<file path="src/rtl/fifo_arb_pkg.sv">
// Shared types and the round-robin pick function for the FIFO write-port arbiter.
//   arb_state_t : arbiter FSM state (IDLE / BURST)
//   rr_pick_t   : result of a round-robin scan {found, idx}
//   rr_next()   : first set request scanning last+1 .. last+n (mod n)
package fifo_arb_pkg;

    // Upper bound on requesters the shared scan function supports
    localparam int RR_MAX_REQ = 32;
    localparam int RR_IDX_W   = 5;

    typedef enum logic {
        IDLE  = 1'b0,
        BURST = 1'b1
    } arb_state_t;

    typedef struct packed {
        logic                found;
        logic [RR_IDX_W-1:0] idx;
    } rr_pick_t;

    // Scans downwards so the last hit written is the one closest to last+1,
    // which keeps the loop bound constant for synthesis.
    function automatic rr_pick_t rr_next(input logic [RR_MAX_REQ-1:0] req,
                                         input logic [RR_IDX_W-1:0]   last,
                                         input int                    n);
        rr_pick_t pick;
        int       cand;
        pick.found = 1'b0;
        pick.idx   = '0;
        for (int k = RR_MAX_REQ; k >= 1; k--) begin
            if (k <= n) begin
                cand = int'(last) + k;
                if (cand >= n) begin
                    cand = cand - n;
                end
                if (req[cand[RR_IDX_W-1:0]]) begin
                    pick.found = 1'b1;
                    pick.idx   = RR_IDX_W'(cand);
                end
            end
        end
        return pick;
    endfunction

endpackage

</file>
<file path="src/rtl/rr_priority_sel.sv">
// Combinational rotate-priority encoder: finds the first asserted request
// starting just after 'last' and wrapping around.
//   req   in  N_REQ           request vector
//   last  in  $clog2(N_REQ)   index with lowest priority this scan
//   found out 1               at least one request set
//   idx   out $clog2(N_REQ)   selected requester
module rr_priority_sel
    import fifo_arb_pkg::*;
#(
    parameter int N_REQ = 4
) (
    input  logic [N_REQ-1:0]         req,
    input  logic [$clog2(N_REQ)-1:0] last,
    output logic                     found,
    output logic [$clog2(N_REQ)-1:0] idx
);

    rr_pick_t pick_s;

    // Widen to the package scan width, pick, then narrow back
    always_comb begin
        pick_s = rr_next(RR_MAX_REQ'(req), RR_IDX_W'(last), N_REQ);
        found  = pick_s.found;
        idx    = $clog2(N_REQ)'(pick_s.idx);
    end

endmodule

</file>
<file path="src/rtl/fifo_wr_arbiter.sv">
// Shares the async-FIFO write port among N_REQ producers. One producer owns
// the port per burst (max MAX_BURST beats), owners rotate round-robin, and
// every beat is gated by the FIFO full flag.
//   wclk, w_rst : write clock, async active-high reset
//   req/req_data: producer requests and packed data (slice i = producer i)
//   full        : FIFO full flag (wclk domain)
//   gnt         : one-hot beat accept, w_en/wdata: FIFO write port
//   owner, busy : current burst owner and BURST-state indicator
module fifo_wr_arbiter
    import fifo_arb_pkg::*;
#(
    parameter int N_REQ      = 4,
    parameter int DATA_WIDTH = 8,
    parameter int MAX_BURST  = 16
) (
    input  logic                        wclk,
    input  logic                        w_rst,
    input  logic [N_REQ-1:0]            req,
    input  logic [N_REQ*DATA_WIDTH-1:0] req_data,
    input  logic                        full,
    output logic [N_REQ-1:0]            gnt,
    output logic                        w_en,
    output logic [DATA_WIDTH-1:0]       wdata,
    output logic [$clog2(N_REQ)-1:0]    owner,
    output logic                        busy
);

    localparam int OWN_W = $clog2(N_REQ);
    localparam int CNT_W = $clog2(MAX_BURST + 1);
    localparam logic [N_REQ-1:0] GNT_LSB = {{(N_REQ-1){1'b0}}, 1'b1};

    arb_state_t       state_r, state_nxt_s;
    logic [OWN_W-1:0] owner_r, owner_nxt_s;
    logic [OWN_W-1:0] last_r, last_nxt_s;
    logic [CNT_W-1:0] beat_cnt_r, cnt_nxt_s;

    logic             beat_s;
    logic             burst_end_s;
    logic [OWN_W-1:0] scan_base_s;
    logic             pick_found_s;
    logic [OWN_W-1:0] pick_idx_s;

    // In BURST the scan starts after the current owner so a burst end rotates
    // with no bubble; in IDLE it starts after the last finished owner.
    always_comb begin
        beat_s      = (state_r == BURST) && req[owner_r] && !full;
        burst_end_s = (state_r == BURST) &&
                      (!req[owner_r] || (beat_s && (beat_cnt_r == CNT_W'(MAX_BURST - 1))));
        if (state_r == BURST) begin
            scan_base_s = owner_r;
        end else begin
            scan_base_s = last_r;
        end
    end

    rr_priority_sel #(
        .N_REQ (N_REQ)
    ) u_rr_sel (
        .req   (req),
        .last  (scan_base_s),
        .found (pick_found_s),
        .idx   (pick_idx_s)
    );

    // Next-state: arbitration, burst rotation and beat counting
    always_comb begin
        state_nxt_s = state_r;
        owner_nxt_s = owner_r;
        last_nxt_s  = last_r;
        cnt_nxt_s   = beat_cnt_r;
        case (state_r)
            IDLE: begin
                if (pick_found_s) begin
                    state_nxt_s = BURST;
                    owner_nxt_s = pick_idx_s;
                    cnt_nxt_s   = '0;
                end else begin
                    state_nxt_s = IDLE;
                end
            end
            BURST: begin
                if (burst_end_s) begin
                    last_nxt_s = owner_r;
                    cnt_nxt_s  = '0;
                    if (pick_found_s) begin
                        state_nxt_s = BURST;
                        owner_nxt_s = pick_idx_s;
                    end else begin
                        state_nxt_s = IDLE;
                    end
                end else if (beat_s) begin
                    cnt_nxt_s = beat_cnt_r + CNT_W'(1);
                end else begin
                    // full stall: owner keeps the grant, count holds
                    cnt_nxt_s = beat_cnt_r;
                end
            end
            default: begin
                state_nxt_s = IDLE;
                cnt_nxt_s   = '0;
            end
        endcase
    end

    // State, owner, rotation pointer and beat counter
    always_ff @(posedge wclk or posedge w_rst) begin
        if (w_rst) begin
            state_r    <= IDLE;
            owner_r    <= '0;
            last_r     <= OWN_W'(N_REQ - 1);
            beat_cnt_r <= '0;
        end else begin
            state_r    <= state_nxt_s;
            owner_r    <= owner_nxt_s;
            last_r     <= last_nxt_s;
            beat_cnt_r <= cnt_nxt_s;
        end
    end

    // Write port is combinational so a full flag or reset blocks the beat in the same cycle
    always_comb begin
        w_en  = beat_s;
        if (beat_s) begin
            gnt = GNT_LSB << owner_r;
        end else begin
            gnt = '0;
        end
        wdata = req_data[int'(owner_r)*DATA_WIDTH +: DATA_WIDTH];
        owner = owner_r;
        busy  = (state_r == BURST);
    end

endmodule

</file>
<file path="config.mk">
export PLATFORM = sky130hd
export DESIGN_NAME = fifo_wr_arbiter
export DESIGN_NICKNAME = d
export VERILOG_FILES = /design/src/rtl/fifo_arb_pkg.sv /design/src/rtl/rr_priority_sel.sv /design/src/rtl/fifo_wr_arbiter.sv
export SDC_FILE = /design/constraint.sdc
export NUM_CORES = 1
export LEC_CHECK = 0
export CORE_MARGIN = 10
export CORE_UTILIZATION = 43
export DETAILED_ROUTE_END_ITERATION = 10
export GPL_ROUTABILITY_DRIVEN = 0
export PLACE_DENSITY = 0.85
export SLEW_MARGIN = 30
export SYNTH_ARGS = -nofsm -noshare
export SYNTH_HDL_FRONTEND = slang
export SYNTH_SLANG_ARGS = --single-unit
</file>
<file path="constraint.sdc">
create_clock -name wclk -period 4 [get_ports wclk]
set_input_delay 0.6 -clock wclk [delete_from_list [all_inputs] [get_ports wclk]]
set_output_delay 0.6 -clock wclk [all_outputs]
set_load 0.1 [all_outputs]
</file>
==> results of run 1 <==
==> sequential cells by signal, summed over array words and instances (netlist names) <==
name	count
last_r	2
beat_cnt_r	5
busy	1
owner	2
==> power breakdown <==
| group | leakage [nW] | total, mW | switching (mW) | internal, mW |
|---|---|---|---|---|
| sequential | 0.123 | 0.231 | 0.0901 | 0.141 |
| combinational | 0.542 | 1.26 | 0.841 | 0.420 |
| clock | 0.0210 | 0.0913 | 0.0360 | 0.0553 |
==> through the flow <==
stage | utilization (%) | instances | worst slack, ns | power (mW) | hold slack [ns]
3_5_place_dp | 66.0 | 185 | 0.990 | 1.49 | 0.470
3_3_place_gp | 66.0 | 185 | 1.03 | 1.47 | 0.460
2_1_floorplan | - | 107 | 0.383 | 1.26 | 0.439
6_report | 67.5 | 189 | 0.976 | 1.58 | 0.520
4_1_cts | 67.5 | 189 | 0.959 | 1.59 | 0.517
5_1_grt | 67.5 | 189 | 0.714 | 1.68 | 0.530
==> worst max path at each step <==
stage	startpoint	to	slack, ns	cells after the start
2_1_floorplan	owner[1]$_DFFE_PP0P_	gnt[1]	0.38	6
3_3_place_gp	req[0]	gnt[3]	1.03	6
3_5_place_dp	req[3]	gnt[3]	0.99	6
4_1_cts	owner[0]$_DFFE_PP0P_	owner[0]	0.96	1
5_1_grt	owner[0]$_DFFE_PP0P_	owner[0]$_DFFE_PP0P_	0.71	7
6_report	req[3]	gnt[3]	0.98	6
==> cell usage after synthesis (all sizes together) <==
cell type  instances
nand2             11
mux2i             10
mux4               9
dfrtp              8
nand3              8
o21ai              8
inv                6
nor2               6
ha                 5
buf                4
nand2b             4
mux2               3
o31ai              3
a21oi              2
a22o               2
and3               2
clkbuf             2
dfstp              2
a21boi             1
a2bb2oi            1
a31oi              1
and2               1
nor3               1
nor4               1
o211ai             1
o221ai             1
o22a               1
o311ai             1
o32ai              1
or2                1
==> metal layers <==
layer / track usage [%] / wire [um] / vias up / part of all wire, %
met5: 0 / 0 / - / 0
met4: 1.97 / 21 / 0 / 0.59
met3: 6.21 / 358 / 2 / 10
met2: 20.8 / 1480 / 67 / 42
met1: 18.9 / 1680 / 507 / 48
li1: - / - / 509 / -
==> logic make-up (layout without fill, tap and decap cells) <==
| kind of cell | Yosys count | after routing | synth area share, % |
|---|---|---|---|
| adders and majority gates | 5 | 5 | 5.78 |
| buffers and inverters | 12 | 64 | 5.20 |
| muxes | 22 | 22 | 33.4 |
| DFF | 10 | 10 | 23.4 |
| AOI/OAI and AO/OA | 23 | 23 | 17.0 |
| and+or+nand+nor | 35 | 35 | 15.3 |
==> area by class of cell <==
type / count / area (sq um)
clock buffers: 4 / 36.3
fillers: 188 / 790
inverters: 6 / 25.0
multi-input cells: 85 / 783
flip-flops and latches: 10 / 253
well taps: 30 / 37.5
repair buffers: 54 / 508
==> worst register-to-register path: stages (launching register included) <==
cell       delay (ns)
dfrtp_1          0.74
mux2i_1          0.40
ha_1             0.59
mux2i_1          0.29
mux2i_1          0.12
a2bb2oi_2        0.17
o21ai_1          0.23
mux2_1           0.35
==> cell usage in the layout, fill, tap and decap left out, types with 2 or more instances in the layout <==
master / instances
mux2_1: 3
ha_1: 5
mux2i_4: 2
nand2_1: 11
o21ai_1: 4
o31ai_1: 3
mux2i_1: 8
nor2_2: 2
a21oi_1: 2
inv_1: 4
nand3_1: 8
a22o_1: 2
dfrtp_1: 8
nor2_1: 4
dfstp_2: 2
clkbuf_4: 3
buf_4: 13
mux4_2: 9
and3_1: 2
o21ai_0: 3
clkdlybuf4s50_1: 41
nand2b_1: 4
==> impl_metrics.tcl, run 1 <==
set metrics [dict create \
    p_leak_nw 0.685 \
    cp.arrival_ns 2.42 \
    clock_skew_ns 0.00839 \
    postLayoutCellArea_sq_um 1640 \
    holdPathStages 2 \
    pwr_density_cell_nw_per_um2 964 \
    cpPeakStageDelay_ns 0.58 \
    dr.pass1.iters 4 \
    relSlewSlack_pct 34.9 \
    yosysTopAreaCell "mux4_2" \
    crit_family "buffers and inverters" \
    nNetsFinal 204 \
    ios 55 \
    max_slew.worst_pin.slew_ns 0.973 \
    synth.top_cell.area_share_pct 18.7 \
    crit_fanout 7 \
    slew_viol_final 0 \
    drtIter0Drc 67 \
    start_kind "input pin" \
    worst_ep_required_time_ns 3.40 \
    start_util_pct 44.5 \
    vias_per_cell 5.74 \
    wl_per_cell_um 18.7 \
    grt_usage_pct 14.1 \
    crit_buf_inv 3 \
    cts.repair.resized 0 \
    routed_wl_mm 3.54 \
    ff2ff_path_depth 7 \
    postPlaceCellArea_sq_um 1610 \
    hold_buffers 0 \
    synth_nets 151 \
    peakVddDrop_mv 0.784 \
    drtAntennaViolNets 0 \
    synth_warnings 0 \
    dp_hpwl_mm 2.94 \
    num_rows 18 \
    finalHoldViolations 0 \
    cts_sinks 10 \
    antenna_found_initial 0 \
    area_growth_pct 51.8 \
    hold_end "beat_cnt_r[4]$_DFFE_PP0P_" \
    end_kind "output pin" \
    setup_violations 0 \
    period_share_pct 75.6 \
    r2r_slack_ns 1.01 \
    reg2reg_to "owner[0]$_DFFE_PP0P_" \
    overflow 0 \
    portBuffers 54 \
    synthCells 107 \
    hp-start "beat_cnt_r[4]$_DFFE_PP0P_" \
    fp.dieArea_sq_um 4920 \
    grt_pass1_vias 1054 \
    vias 1085 \
    fin_setup_tns_ns 0 \
    synth-seq-cells 10 \
    synth_area_sq_um 1080 \
    yosysSeqAreaShare_pct 23.4 \
    grt_pass1_wl_mm 5.80 \
    rsz0062_at_grt "no" \
    max_cap_viol_count 0 \
    drc_errors 0 \
    diodes 0 \
    clk_latency_ns 0.27 \
    crit_chain "clkdlybuf4s50_1 -> mux4_2 -> nand3_1 -> inv_2 -> and3_1 -> buf_4" \
    period_needed_ns 3.02 \
    drive_above_1_share_pct 23.9 \
    r2r_start "owner[1]$_DFFE_PP0P_" \
    status "finished clean" \
    grt_max_degree 18 \
    cts_tree "yes" \
    fmax_mhz 331 \
    clk_pin_slew_ns 0.06 \
    ctsHtreeMaxLevel 1 \
    crit_slowest_cell "mux4_2" \
    hold_path.class "flip-flop to flip-flop" \
    syn-mean-instance-area_sq_um 10.1 \
    timing_worst_setup_path_type "input pin to output pin" \
    die_w_um 70.2 \
    synth_cell_types 37 \
    cts_setup_buffers 0 \
    die_h_um 70.2 \
    yosys-top-cells-area "mux4_2 (19%), dfrtp_1 (18%), mux2i_1 (7.4%)" \
    coreArea_sq_um 2430 \
    cts_root_buf "clkbuf_4" \
    clockBufferDepth 2 \
    cts_made_buffers 3 \
]
Note: power is estimated with default switching activity, not from simulation.
==> run 2: changes to the inputs <==
CORE_ASPECT_RATIO = 2   (was not set)
CORE_UTILIZATION = 36   (was 43)
PLACE_DENSITY = 0.75   (was 0.85)
clock period = 2.5 ns   (was 4 ns; I/O delays follow)
==> impl_metrics.tcl, run 2 (synthesis results as in run 1) <==
set metrics [dict create \
    cpPeakStageDelay_ns 0.54 \
    crit_chain "mux2i_2 -> buf_4 -> inv_1 -> ha_1 -> nand2b_1 -> o221ai_1 -> o311ai_0 -> mux2_1" \
    die_h_um 97.5 \
    vias 1162 \
    holdWs_ns 0.408 \
    clockBufferDepth 2 \
    setup_slack_ns 0.117 \
    num_rows 28 \
    max_cap_viol_count 0 \
    vias_per_cell 5.84 \
    fmax_mhz 420 \
    cts_setup_buffers 0 \
    final_util_pct 66.2 \
    antenna_found_initial 0 \
    drive_above_1_share_pct 35.5 \
    wl_per_cell_um 20.2 \
    die_w_um 58.8 \
    fp.dieArea_sq_um 5730 \
    cts_sinks 10 \
    final_cells 199 \
    post-place-ws_ns 0.123 \
    slew_viol_final 0 \
    start_util_pct 36.8 \
    grt_pass1_vias 1238 \
    nNetsFinal 214 \
    dp_hpwl_mm 3.40 \
    fin_setup_tns_ns 0 \
    crit_slowest_cell "dfrtp_4" \
    postLayoutCellArea_sq_um 1950 \
    start_kind "flip-flop" \
    drtIter0Drc 31 \
    cts_tree "yes" \
    most-common-layout-cells "clkdlybuf4s50_1 (38), buf_12 (13), buf_4 (13)" \
    power.total_mw 3.11 \
    area_growth_pct 80.1 \
    relSlewSlack_pct 75.7 \
    crit_buf_inv 2 \
    dr.pass1.iters 4 \
    overflow 0 \
    end_kind "flip-flop" \
    grt_pass1_wl_mm 6.25 \
    multi_input_area_sq_um 832 \
    max_slew.worst_pin.slew_ns 0.354 \
    timing_worst_setup_path_type "flip-flop to flip-flop" \
    rsz0062_at_grt "no" \
    layout_commonest_cell "clkdlybuf4s50_1" \
    postPlaceCellArea_sq_um 1890 \
    dp_cells 195 \
    grt_usage_pct 13.8 \
    ios 55 \
    drtAntennaViolNets 0 \
    fillers 239 \
    seqCellArea_sq_um 264 \
    finalHoldViolations 0 \
    portBuffers 54 \
    drc_errors 0 \
    worst_ep_required_time_ns 2.62 \
    pwr_density_cell_nw_per_um2 1590 \
    crit_fanout 8 \
    clock_skew_ns 0.00137 \
    diodes 0 \
    cts_made_buffers 3 \
    period_share_pct 95.3 \
    ctsHtreeMaxLevel 1 \
    cts_root_buf "clkbuf_8" \
    coreArea_sq_um 2940 \
    hold_path.class "input pin to asynchronous set/reset pin" \
    clk_pin_slew_ns 0.05 \
    period_needed_ns 2.38 \
    top_register "beat_cnt_r" \
    peakVddDrop_mv 0.991 \
    crit_family "multiplexers" \
    setup_violations 0 \
    cp.arrival_ns 2.50 \
    clk_latency_ns 0.25 \
    largest_reg_flops 5 \
    grt_max_degree 17 \
    p_leak_nw 0.785 \
    routed_wl_mm 4.02 \
    status "finished clean" \
]
[run 2: worst paths after layout]
path / startpoint / end / slack, ns / cells past startpoint
hold / removal: w_rst / beat_cnt_r[1]$_DFFE_PP0P_ / 0.41 / 2
setup / recovery: busy$_DFF_PP0_ / owner[0]$_DFFE_PP0P_ / 0.12 / 8
setup reg to reg: busy$_DFF_PP0_ / owner[0]$_DFFE_PP0P_ / 0.12 / 8
min in group wclk: beat_cnt_r[4]$_DFFE_PP0P_ / beat_cnt_r[4]$_DFFE_PP0P_ / 0.49 / 2
hold reg to reg: beat_cnt_r[4]$_DFFE_PP0P_ / beat_cnt_r[4]$_DFFE_PP0P_ / 0.49 / 2
max in group asynchronous: w_rst / last_r[0]$_DFFE_PP1P_ / 1.78 / 2
[run 2: layout make-up]
type / instances / share of cell area [%]
inverters: 6 / 1.67
well taps: 30 / 1.93
clock buffers: 4 / 2.31
repair buffers: 64 / 37.9
multi-input cells: 85 / 42.7
flip-flops and latches: 10 / 13.5
[run 2: where the power goes]
group	leakage (nW)	total [mW]	switching [mW]	internal, mW
Clock	0.0228	0.182	0.0701	0.112
Sequential	0.121	0.311	0.0685	0.243
Combinational	0.641	2.61	1.59	1.02
[run 2: timing repair]
action,in CTS,in global routing
gates resized for setup,0,4
endpoints found under the setup margin,0,1
hold buffers,0,0
[run 2: layer usage]
metal	up-vias	routed length, um	global-route usage, %
met2	52	2320	26.0
met5	-	0	0
met1	569	1260	11.7
met4	0	117	7.46
met3	9	311	4.06
li1	532	-	-
